==> config.mk <==
export PLATFORM = sky130hd
export DESIGN_NAME = fetch_unit_flat
export DESIGN_NICKNAME = d
export VERILOG_FILES = /design/src/rtl/fetch_unit_if.sv /design/src/rtl/fetch_unit.sv /design/src/flat_wrapper.sv
export SDC_FILE = /design/constraint.sdc
export NUM_CORES = 1
export LEC_CHECK = 0
export ABC_AREA = 1
export CORE_ASPECT_RATIO = 0.9
export CORE_UTILIZATION = 44
export CTS_CLUSTER_SIZE = 10
export DETAILED_ROUTE_END_ITERATION = 8
export PLACE_DENSITY = 0.77
export SLEW_MARGIN = 30
export SYNTH_ARGS = -nofsm -noshare
export SYNTH_HDL_FRONTEND = slang
export SYNTH_SLANG_ARGS = --single-unit
export TNS_END_PERCENT = 50
==> constraint.sdc <==
create_clock -name clk -period 2.3 [get_ports clk]
set_input_delay 0.23 -clock clk [delete_from_list [all_inputs] [get_ports clk]]
set_output_delay 0.23 -clock clk [all_outputs]
set_load 0.01 [all_outputs]
==> src/rtl/fetch_unit_if.sv <==
// Fetch-unit bus: redirect input, instruction-memory read port and fetch-queue write port.
// Handshakes: imem_req is a one-cycle request strobe that is answered by exactly one imem_rvalid
// cycle at least one cycle later. fq_push is a one-cycle write strobe with no ready; the producer
// only pushes when fq_free was >= 4 at issue time. redirect_valid is a one-cycle strobe.
interface fetch_unit_if;
  logic        redirect_valid;
  logic [31:0] redirect_pc;
  logic [5:0]  fq_free;
  logic        imem_req;
  logic [31:0] imem_addr;
  logic [31:0] imem_rdata0;
  logic [31:0] imem_rdata1;
  logic [31:0] imem_rdata2;
  logic [31:0] imem_rdata3;
  logic        imem_rvalid;
  logic        fq_push;
  logic [1:0]  fq_we;
  logic [63:0] fq_data0;
  logic [63:0] fq_data1;
  logic [63:0] fq_data2;
  logic [63:0] fq_data3;

  modport master (
    input  redirect_valid, redirect_pc, fq_free,
    input  imem_rdata0, imem_rdata1, imem_rdata2, imem_rdata3, imem_rvalid,
    output imem_req, imem_addr,
    output fq_push, fq_we, fq_data0, fq_data1, fq_data2, fq_data3
  );

  modport slave (
    output redirect_valid, redirect_pc, fq_free,
    output imem_rdata0, imem_rdata1, imem_rdata2, imem_rdata3, imem_rvalid,
    input  imem_req, imem_addr,
    input  fq_push, fq_we, fq_data0, fq_data1, fq_data2, fq_data3
  );
endinterface

==> src/rtl/fetch_unit.sv <==
// Instruction fetch unit: issues 16-byte block reads and pushes the useful words of each block
// (from the fetch pc onwards) into the fetch queue, with redirect and in-flight drain handling.
module fetch_unit #(
  parameter logic [31:0] RESET_PC = 32'h0000_0000
) (
  input  logic              clk,
  input  logic              rst_n,
  fetch_unit_if.master      bus,
  output logic [1:0]        fsm_state
);

  typedef enum logic [1:0] {
    FETCH = 2'd0,
    WAIT  = 2'd1,
    DRAIN = 2'd2
  } state_t;

  state_t      state;
  logic [31:0] pc;
  logic [31:0] req_pc;
  logic [1:0]  off;
  logic [31:0] rword [4];
  logic [63:0] entry [4];
  logic        unused_bits;

  assign fsm_state   = state;
  assign off         = req_pc[3:2];
  assign unused_bits = ^bus.redirect_pc[1:0];

  assign rword[0] = bus.imem_rdata0;
  assign rword[1] = bus.imem_rdata1;
  assign rword[2] = bus.imem_rdata2;
  assign rword[3] = bus.imem_rdata3;

  // Entry k carries the word at req_pc + 4k; entries past the end of the block are zero.
  always_comb begin
    for (int k = 0; k < 4; k++) begin
      entry[k] = '0;
      if (k < 4 - int'(off)) begin
        entry[k] = {req_pc + 32'(4 * k), rword[off + 2'(k)]};
      end
    end
  end

  always_ff @(posedge clk or negedge rst_n) begin
    if (!rst_n) begin
      state        <= FETCH;
      pc           <= RESET_PC;
      req_pc       <= '0;
      bus.imem_req  <= 1'b0;
      bus.imem_addr <= '0;
      bus.fq_push   <= 1'b0;
      bus.fq_we     <= '0;
      bus.fq_data0  <= '0;
      bus.fq_data1  <= '0;
      bus.fq_data2  <= '0;
      bus.fq_data3  <= '0;
    end else begin
      bus.imem_req <= 1'b0;
      bus.fq_push  <= 1'b0;
      if (bus.redirect_valid) begin
        pc <= {bus.redirect_pc[31:2], 2'b00};
      end
      case (state)
        FETCH: begin
          // Skip the cycle a push is still in flight so fq_free has caught up before issuing.
          if (!bus.redirect_valid && bus.fq_free >= 6'd4 && !bus.fq_push) begin
            bus.imem_req  <= 1'b1;
            bus.imem_addr <= {pc[31:4], 4'b0000};
            req_pc        <= pc;
            state         <= WAIT;
          end
        end
        WAIT: begin
          if (bus.imem_rvalid) begin
            state <= FETCH;
            if (!bus.redirect_valid) begin
              bus.fq_push  <= 1'b1;
              bus.fq_we    <= 2'd3 - off;
              bus.fq_data0 <= entry[0];
              bus.fq_data1 <= entry[1];
              bus.fq_data2 <= entry[2];
              bus.fq_data3 <= entry[3];
              pc           <= {req_pc[31:4], 4'b0000} + 32'd16;
            end
          end else if (bus.redirect_valid) begin
            state <= DRAIN;
          end
        end
        DRAIN: begin
          // The stale response still has to arrive before a new request may go out.
          if (bus.imem_rvalid) begin
            state <= FETCH;
          end
        end
        default: state <= FETCH;
      endcase
    end
  end

endmodule

==> src/flat_wrapper.sv <==
// flat-port wrapper written by rule: the top's interface ports become plain ports
module fetch_unit_flat 
#(
  parameter logic [31:0] RESET_PC = 32'h0000_0000
)
  (clk, rst_n, fsm_state, bus_redirect_valid, bus_redirect_pc, bus_fq_free, bus_imem_rdata0, bus_imem_rdata1, bus_imem_rdata2, bus_imem_rdata3, bus_imem_rvalid, bus_imem_req, bus_imem_addr, bus_fq_push, bus_fq_we, bus_fq_data0, bus_fq_data1, bus_fq_data2, bus_fq_data3);
  fetch_unit_if bus_i ();
  input  logic clk;
  input  logic rst_n;
  output logic [1:0] fsm_state;
  input wire logic [$bits(bus_i.redirect_valid)-1:0] bus_redirect_valid;
  input wire logic [$bits(bus_i.redirect_pc)-1:0] bus_redirect_pc;
  input wire logic [$bits(bus_i.fq_free)-1:0] bus_fq_free;
  input wire logic [$bits(bus_i.imem_rdata0)-1:0] bus_imem_rdata0;
  input wire logic [$bits(bus_i.imem_rdata1)-1:0] bus_imem_rdata1;
  input wire logic [$bits(bus_i.imem_rdata2)-1:0] bus_imem_rdata2;
  input wire logic [$bits(bus_i.imem_rdata3)-1:0] bus_imem_rdata3;
  input wire logic [$bits(bus_i.imem_rvalid)-1:0] bus_imem_rvalid;
  output wire logic [$bits(bus_i.imem_req)-1:0] bus_imem_req;
  output wire logic [$bits(bus_i.imem_addr)-1:0] bus_imem_addr;
  output wire logic [$bits(bus_i.fq_push)-1:0] bus_fq_push;
  output wire logic [$bits(bus_i.fq_we)-1:0] bus_fq_we;
  output wire logic [$bits(bus_i.fq_data0)-1:0] bus_fq_data0;
  output wire logic [$bits(bus_i.fq_data1)-1:0] bus_fq_data1;
  output wire logic [$bits(bus_i.fq_data2)-1:0] bus_fq_data2;
  output wire logic [$bits(bus_i.fq_data3)-1:0] bus_fq_data3;
  assign bus_i.redirect_valid = bus_redirect_valid;
  assign bus_i.redirect_pc = bus_redirect_pc;
  assign bus_i.fq_free = bus_fq_free;
  assign bus_i.imem_rdata0 = bus_imem_rdata0;
  assign bus_i.imem_rdata1 = bus_imem_rdata1;
  assign bus_i.imem_rdata2 = bus_imem_rdata2;
  assign bus_i.imem_rdata3 = bus_imem_rdata3;
  assign bus_i.imem_rvalid = bus_imem_rvalid;
  assign bus_imem_req = bus_i.imem_req;
  assign bus_imem_addr = bus_i.imem_addr;
  assign bus_fq_push = bus_i.fq_push;
  assign bus_fq_we = bus_i.fq_we;
  assign bus_fq_data0 = bus_i.fq_data0;
  assign bus_fq_data1 = bus_i.fq_data1;
  assign bus_fq_data2 = bus_i.fq_data2;
  assign bus_fq_data3 = bus_i.fq_data3;
  fetch_unit #(.RESET_PC(RESET_PC)) u_core (.clk(clk), .rst_n(rst_n), .bus(bus_i), .fsm_state(fsm_state));
endmodule
[Yosys cells after proc, flatten, opt, wreduce, memory -nomap -nowiden]
Cells that the tools add are included.
Storage, ports and cells
  flip-flop bits (word level): 354
  input port bits: 170
  output and inout port bits: 294
  word-level logic and storage cells: 77
Cells by class
  add/subtract/negate cells: 9
  $lt $le $gt $ge: 9
  equality and inequality tests: 5
  mux-type cells: 30
  bitwise operators: 5
  reductions and logical operators: 8
Operators by type and width (count)
  two-way mux 32 bit: 12
  binary-select mux 32 bit (select 2 bit): 4
  two-way mux 64 bit: 4
  adder 32 x 4 -> 32 bit (second input constant): 2
  less-than comparator 3 x 32 -> 1 bit (first input constant): 2
  adder 32 x 3 -> 32 bit (second input constant): 1
  adder 32 x 5 -> 32 bit (second input constant): 1
  less-than comparator 1 x 32 -> 1 bit (first input constant): 1
  less-than comparator 2 x 32 -> 1 bit (first input constant): 1
  greater-or-equal comparator 3 bit (second input constant): 4
  NOT 2 -> 3 bit: 4
  two-way mux 2 bit: 4
  greater-or-equal comparator 6 x 3 -> 1 bit (second input constant): 1
  one-hot mux 2 bit (3 select lines): 1
  AND reduction 3 bit: 2
  two-way mux 1 bit: 5
  adder 2 bit (second input constant): 2
  subtractor 3 x 2 -> 4 bit (first input constant): 1
  inequality test 3 bit (second input constant): 1
  adder 2 x 1 -> 2 bit (second input constant): 1
  equality test 2 x 1 -> 1 bit (second input constant): 1
  equality test 2 bit (second input constant): 1
  logical AND 1 bit: 2
  zero test 1 bit: 2
  other kinds (6): 6

[Logic depth before layout (Yosys ltp)]
  depth in word-level cells: 6
  depth in mapped cells: 12
  mapped depth without buffers: 10

[Worst setup path before layout]
OpenSTA, ideal clock, no wires.
  kind: reg2reg
  start: reg u_core.req_pc[3]
  end: reg u_core.bus.fq_data3[0]
  library setup time: 0.121 ns
  data arrival time: 2.220 ns
  data required time: 2.179 ns
  setup slack: -0.041 ns
  cell stages (with the launch flop): 10
  buffers on the path: 4
  clock period less this slack: 2.341 ns
  path through: dfrtp_1 > buf_2 > clkinv_1 > clkbuf_1 > ha_1 > inv_1 > clkbuf_1 > buf_1 > o21ai_0 > a22o_1
On the way
  longest elaborated chain between the ends: 6
  elaborated cells on any way between the ends: 8
  classes of those cells: 2 x add/sub; 1 x order compare; 4 x mux; 1 x bitwise
Ends and longest elaborated chain
  start, declared: line fetch_unit.sv:20  | logic [31:0] req_pc;
  start signal, assigned: line fetch_unit.sv:70  | req_pc <= pc;
  branches (longest 5 deep; another with less-than comparator 3 x 32 -> 1 bit)
  two-way mux 64 bit *: line fetch_unit.sv:39  | if (k < 4 - int'(off)) begin
  end signal, assigned: line fetch_unit.sv:83  | bus.fq_data3 <= entry[3];
  end, declared: line fetch_unit_if.sv:27  | output fq_push, fq_we, fq_data0, fq_data1, fq_data2, fq_data3
Mark *: on every way between the ends. The select of a mux whose other input is x is not followed.
A chain may end at the register's enable or synchronous reset.

[Worst setup path after layout]
  start: reg u_core.req_pc[3]
  end: reg u_core.bus.fq_data3[52]
On the way
  longest elaborated chain between the ends: 3
  elaborated cells on any way between the ends: 4
  classes of those cells: 2 x add/sub; 1 x order compare; 1 x mux
Ends and longest elaborated chain (line)
  subtractor 3 x 2 -> 4 bit: fetch_unit.sv:39
  less-than comparator 3 x 32 -> 1 bit: fetch_unit.sv:39
  two-way mux 64 bit *: fetch_unit.sv:39
Every way passes the cells marked *; elsewhere a longest branch is shown, timed or not.

==> impl_results.md <==
- Vias per cell: between 5 and 6
- DP HPWL: 46700 µm
- CP Class: reg -> reg
- First-pass GRT wire length: 97700 µm
- CTS buffer count: 39
- Final nets: between 2000 and 3000
- CP startpoint kind: flop
- Mapped cell area: ~17000 µm²
- Setup violations, final: 0
- CP Capture Type: flop
- DRC viols: 0
- Status: finished clean
- Place WS: around 0.063 ns
- Layout area overhead: 36.1%
- EDFF count, synth: 0
- Iter 0 DRT Violations: 1534
- Slowest cell on the critical path: dfrtp_4
- Worst Skew: 0.0219 ns
- WP data arrival: 2.57 ns
- Clk Latency, worst-skew pair: 0.54 ns
- Syn Inst Count: approximately 2200
- Synth area leaders: dfrtp_1 (47%), nand2_1 (14%), o21ai_0 (11%)
- Crit-path cells: clkinv_1 -> ha_1 -> nor2_1 -> inv_1 -> nor2_1 -> nand2_1 -> o21ai_0 -> nand2_1 -> o21ai_1
- Post-DP Area: around 22000 µm²
- DRT Pass-1 Iters: 5
- Clk pin slew, worst setup/hold paths: roughly 0.060 ns
- Die outline width: approximately 210 µm
- Vias post-DR: 17400
- Ys flop type: dfrtp_1
- Wire per inst: 20.3 µm
- Gpl congestion: approximately 0.96
- Cell area power density: approximately 1200 nW/µm²
- Async S/R FF share, synth: 100%
- Tcrit/Tclk final: between 90% and 100%
- Routed Antenna Nets: 0
- FMAX: around 0.47 GHz
- H-tree Lvls: 2
- Worst slew pin tran: 0.826 ns
- Top-area cell type share of the netlist area: ~47%
- Largest net degree at the start of global routing: about 150
- Netlist cell types: between 40 and 50
- CTS max path bufs: 3
- Area of the die: 39800 µm²
- Setup WS post-layout: roughly 0.19 ns
- Slowest stage delay, CP: 0.43 ns
- Buffers on Ports: around 460
- Yosys warnings: 0
- Placeable Area: 38400 µm²
- Synth Area per Inst: ~8 µm²
- Clk root buf: clkbuf_16
- Ports: between 400 and 500
- Max Cap Viol: 0
- FF/Latch Area: 8140 µm²
- Total gr overflow: 0
- Total Routing Usage GR: roughly a third
- Layout cell share with drive strength beyond 1: 6.37%
- Fillers: 3351
- Pwr Total: roughly 29000 µW
- CTS tree: done
- Number of clock sinks: about 330
- Setup Total Neg Slack: 0 ns
- Final Cell Area: ~23000 µm²
- Multi-input logic area: 7530 µm²
- Initial antenna violation count: 3
- Crit-path max FO: 6
- Leakage: between 0.01 and 0.015 µW
- Rows: between 60 and 70
- Vias in the first global route: 16900
- Fin crit period: roughly 2.1 ns
- Largest vdd supply drop: ~0.00071 V
- HP Class: in -> async
- Initial Util: between 40% and 50%
- Endpoints failing hold: 0
- Register area share after synthesis: 47.4%
- Worst rel slew slack: ~45%
- Die H: roughly 190 µm
- FF+latch count, synth: between 300 and 400
- CP required: around 2.8 ns
- Largest area contributor in the netlist: dfrtp_1
- Final wirelength: 64000 µm
- Setup repair after global routing missed its margin: false
- Final Max Tran Viols: 0
==> through the flow <==
stage,util [%],instances,hold WS (ns)
global placement,58.0,3094,0.249
global route,60.9,3149,0.302
detailed placement,58.0,3094,0.252
floorplan,-,2205,-0.0656
finish,60.9,3149,0.265
CTS,60.8,3147,0.285
==> final timing paths <==
path	startpoint	end	slack, ns	cells after the start
max reg2reg	u_core.req_pc[3]	u_core.bus.fq_data3[52]	0.19	9
max in group asynchronous	rst_n	u_core.pc[17]	1.24	3
min	rst_n	u_core.bus.fq_data2[29]	0.27	2
max	u_core.req_pc[3]	u_core.bus.fq_data3[52]	0.19	9
min in group clk	bus_redirect_pc[17]	u_core.pc[17]	0.31	3
min reg2reg	u_core.bus.fq_data0[53]	u_core.bus.fq_data0[53]	0.47	2
==> state kept, by name, indices dropped and copies added, names as in the netlist <==
register,cells
u_core.fsm_state,2
u_core.bus.fq_data2,64
u_core.req_pc,32
u_core.pc,32
u_core.bus.fq_data1,64
u_core.bus.fq_data0,64
u_core.bus.fq_we,2
u_core.bus.imem_req,1
u_core.bus.fq_push,1
u_core.bus.fq_data3,63
==> cells in the final DEF, fill, tap and decap left out, types with 4 or more instances in the layout <==
master	n
a21oi_1	19
a22o_1	64
a22oi_1	7
buf_12	13
buf_4	59
clkbuf_1	7
clkbuf_16	41
clkdlybuf4s50_1	454
clkinv_1	4
conb_1	4
dfrtp_1	322
ha_1	6
inv_1	159
inv_2	6
mux2i_1	32
nand2_1	643
nand2_2	9
nand3_1	91
nand3b_1	4
nand4_1	20
nor2_1	125
nor2_2	16
nor2_4	7
nor3_1	8
o211ai_1	6
o21ai_0	371
o21ai_1	73
o22ai_1	6
xor2_1	15
==> worst max-delay path: cells and delay by family (launching register included) <==
family          cells  cell delay (ns)
buf+inv             2             0.32
simple gates        4             0.69
fa+ha+maj           1             0.29
compound gates      2             0.29
flops               1             0.43
==> logic make-up (layout without fill, tap and decap cells) <==
group / after synthesis / after routing / synth area share (%)
XOR/XNOR: 17 / 17 / 0.868
other: 1 / 6 / 0.0219
AND/OR/NAND/NOR: 927 / 927 / 22.3
adder cells (fa/ha/maj): 8 / 8 / 0.583
AO/OA/AOI/OAI: 559 / 559 / 18.2
flip-flops: 325 / 325 / 47.4
multiplexers: 32 / 32 / 1.87
buffers and inverters: 333 / 750 / 8.82
==> layout make-up <==
| class | instances | share of cell area, % |
|---|---|---|
| Clock inverter | 1 | 0.0214 |
| Multi-Input combinational cell | 1547 | 32.3 |
| Tap cell | 525 | 2.81 |
| Inverter | 170 | 2.76 |
| Clock buffer | 51 | 4.68 |
| Antenna cell | 2 | 0.0214 |
| Timing Repair Buffer | 528 | 22.6 |
| Sequential cell | 325 | 34.9 |
==> per-layer routing <==
metal | vias up | share of wire (%) | track usage, %
li1 | 7991 | - | -
met1 | 8250 | 41 | 41.6
met2 | 1001 | 45 | 50.1
met3 | 166 | 10 | 7.86
met4 | 2 | 4.5 | 14.4
met5 | - | 0.020 | 0
==> report_power, final <==
group | internal [µW] | total (µW) | leakage, µW | switching (µW)
combinational | 6420 | 13500 | 0.00571 | 7070
sequential | 8010 | 9980 | 0.00417 | 1970
clock | 3270 | 5610 | 0.000539 | 2340
total | 17700 | 29100 | 0.0104 | 11400
==> synth_stat cells, types with 7 or more instances <==
cell type    n
buf_4       41
a21oi_1     19
ha_1         8
nor2_1     125
a22o_1      64
nor2_4       7
buf_1        8
buf_2       59
a22oi_1      7
nand2_1    643
nor3_1       8
nand4_1     20
inv_1      161
o21ai_1     73
nand2_2      9
xor2_1      15
nor2_2      16
nand3_1     91
mux2i_1     32
dfrtp_1    325
clkbuf_1    49
o21ai_0    371
==> repair_timing <==
action / CTS / global route
hold endpoints to repair: 61 / 0
setup buffers: 0 / 0
endpoints found under the setup margin: 0 / 3
resized for setup: 0 / 2
hold buffers: 1 / 0
Note: power is estimated with default switching activity, not from simulation.
==> RTL change: new RTL, config.mk and constraints unchanged <==
Register the output `fsm_state` once more; this adds one clock of latency there. The other outputs are not delayed to match.
--- a/src/rtl/fetch_unit.sv
+++ b/src/rtl/fetch_unit.sv
@@ -23,7 +23,9 @@
   logic [63:0] entry [4];
   logic        unused_bits;
 
-  assign fsm_state   = state;
+  always_ff @(posedge clk) begin
+    fsm_state <= state;
+  end
   assign off         = req_pc[3:2];
   assign unused_bits = ^bus.redirect_pc[1:0];
 
Formal check against the unedited RTL: not equivalent (a bounded check fails within 4 cycles, from zero or initial values and one cycle with rst_n low).
==> RTL change against the original RTL <==
  * Synthesized cell count grew 3.5%
  * Non-clock buffer count grew 18
  * Count of clock-buffer cells in the layout grew 6
  * Sequential cell count grew 2
  * Critical path depth is the same
  * Fmax shrank 1.5%
  * Total power grew 3.6%
  * Wire length grew 4.4%
  * Synthesized area grew 0.62%
  * Setup slack lost 31 ps
  * Final area grew 1.4%
  * Global-route usage grew 1.4 points
  * Critical path type unchanged
  * Largest cell class unchanged
==> RTL change: results (changes against the original RTL) <==
[cells_and_area]
drive_gt1_frac=0.0747  ; was 0.0637
final_nets=2875  ; was 2789
final_cells=3245  ; was 3149

[global_route]
grt_usage=0.333  ; was 0.319
grt_pass1_wl_um=101000  ; was 97700 um
grt_max_degree=83  ; was 145
grt_pass1_vias=17000  ; was 16900
grt_antenna_before_repair=3  ; unchanged

[hold_path]
hold_path.class=in2async  ; unchanged

[critical_path]
r2r-end=u_core.bus.fq_data2[39]  ; was u_core.bus.fq_data3[52]
rrSetupSlack_ps=160  ; was 190 ps
crit_arrival_ps=2540  ; was 2570 ps
crit_fanout=21  ; was 6
r2r.worst_path.cells=9  ; unchanged

[placed_design]
place_hpwl_um=49900  ; was 46700 um
gp_congestion=0.972  ; was 0.955
post_dp_cell_area_um2=22500  ; was 22200 um2

[synthesis]
synth_cell_type_count=41  ; was 43
synth-compound-area-share=0.161  ; was 0.182
synth_fa_ha_area_frac=0.00435  ; was 0.00583
synth_commonest_cells=nand2_1, o21ai_0, dfrtp_1  ; unchanged
synth_warnings=0  ; unchanged
synth_top_area_frac=0.471  ; was 0.474
async_flop_share=0.994  ; was 1.00
synthXorXnorAreaFrac=0.00913  ; was 0.00868
synth.area.top_cells=dfrtp_1, nand2_1, o21ai_0  ; unchanged
yosysSeqAreaShare=0.473  ; was 0.474
yosys-mux-area-fraction=0.0186  ; was 0.0187
synth_cells=2278  ; was 2202

[route]
drt_iter0_drc=1684  ; was 1534
dr.pass1.iters=8  ; was 5
vias=17600  ; was 17400
wl_per_cell_um=20.6  ; was 20.3 um

[clocking]
numCtsBuffers=40  ; was 39
clkLatencyLatePin_ps=550
path_clk_slew_ps=50

[sta]
fin_setup_tns_ps=0  ; unchanged
skew_ps=26.5  ; was 21.9 ps
whs_ps=207  ; was 265 ps
maxSlewHeadroom=0.511  ; was 0.449

[run_status]
status=finished, final reports clean  ; unchanged

[pwr]
power.leakage_nw=10.7  ; was 10.4 nW
swShare=0.395  ; was 0.391
peakVddDrop_uv=565  ; was 712 uV

==> RTL change: cell types whose count changed after synthesis, sizes merged, moves of 9 or more <==
cell / change
nand2: +64
a21oi: +69
a22o: -64
inv: +27
buf: +9
o21ai: -15
==> RTL change: power groups by stage <==
| stage | clock, W | combinational, W | sequential, W |
|---|---|---|---|
| 5_1_grt | 0.00616 | 0.0153 | 0.0103 |
| 6_report | 0.00589 | 0.0141 | 0.0101 |
| 2_1_floorplan | 0 | 0.00567 | 0.0105 |
| 3_5_place_dp | 0 | 0.0140 | 0.0101 |
| 3_3_place_gp | 0 | 0.0138 | 0.0101 |
| 4_1_cts | 0.00594 | 0.0141 | 0.0101 |
==> RTL change: logic make-up (layout without fill, tap and decap cells) <==
family / count (synthesis) / after routing
multiplexers: 32 / 32
flip-flops: 327 / 327
buffers and inverters: 366 / 802
XOR/XNOR: 18 / 18
AND/OR/NAND/NOR: 985 / 985
other: 1 / 7
AO/OA/AOI/OAI: 543 / 543
adder cells (fa/ha/maj): 6 / 6
==> RTL change: critical path, cell delays in order, from the launching register on <==
cell and delay [ps]:
dfrtp_4 600, clkinv_1 210, ha_2 240, inv_1 150
nor2_4 60, inv_2 180, nand2_2 80, inv_2 170
buf_12 210, o21ai_1 80
==> RTL change: layout make-up <==
class,instances,area (um2)
repair buffers,546,5490
multi-input cells,1588,7440
clock buffers,57,1150
fillers,3457,14900
flip-flops and latches,327,8180
clock inverters,3,30.0
inverters,196,741
diodes,3,7.51
well taps,525,657
==> RTL change: layer usage <==
| metal | global-route usage | vias up | wire [um] |
|---|---|---|---|
| met5 | 0 | - | 0 |
| met4 | 0.155 | 0 | 3110 |
| met3 | 0.0791 | 146 | 6590 |
| met2 | 0.536 | 931 | 31000 |
| met1 | 0.424 | 8401 | 26100 |
| li1 | - | 8145 | - |
==> RTL change: worst max-delay path by stage <==
stage	endpoint	cells after the start	from	slack, ps
finish	u_core.bus.fq_data2[39]	9	u_core.req_pc[3]	160
global route	u_core.bus.fq_data3[46]	8	u_core.req_pc[3]	50
CTS	u_core.bus.fq_data3[62]	8	u_core.req_pc[3]	160
detailed placement	u_core.bus.fq_data3[62]	8	u_core.req_pc[3]	160
global placement	u_core.bus.fq_data3[62]	8	u_core.req_pc[3]	200
floorplan	u_core.bus.fq_data1[24]	10	u_core.req_pc[3]	70
==> RTL change: repair_timing <==
action	CTS	global route
hold buffers	1	0
endpoints found under the hold margin	41	0
resized for setup	0	1
endpoints found under the setup margin	0	4
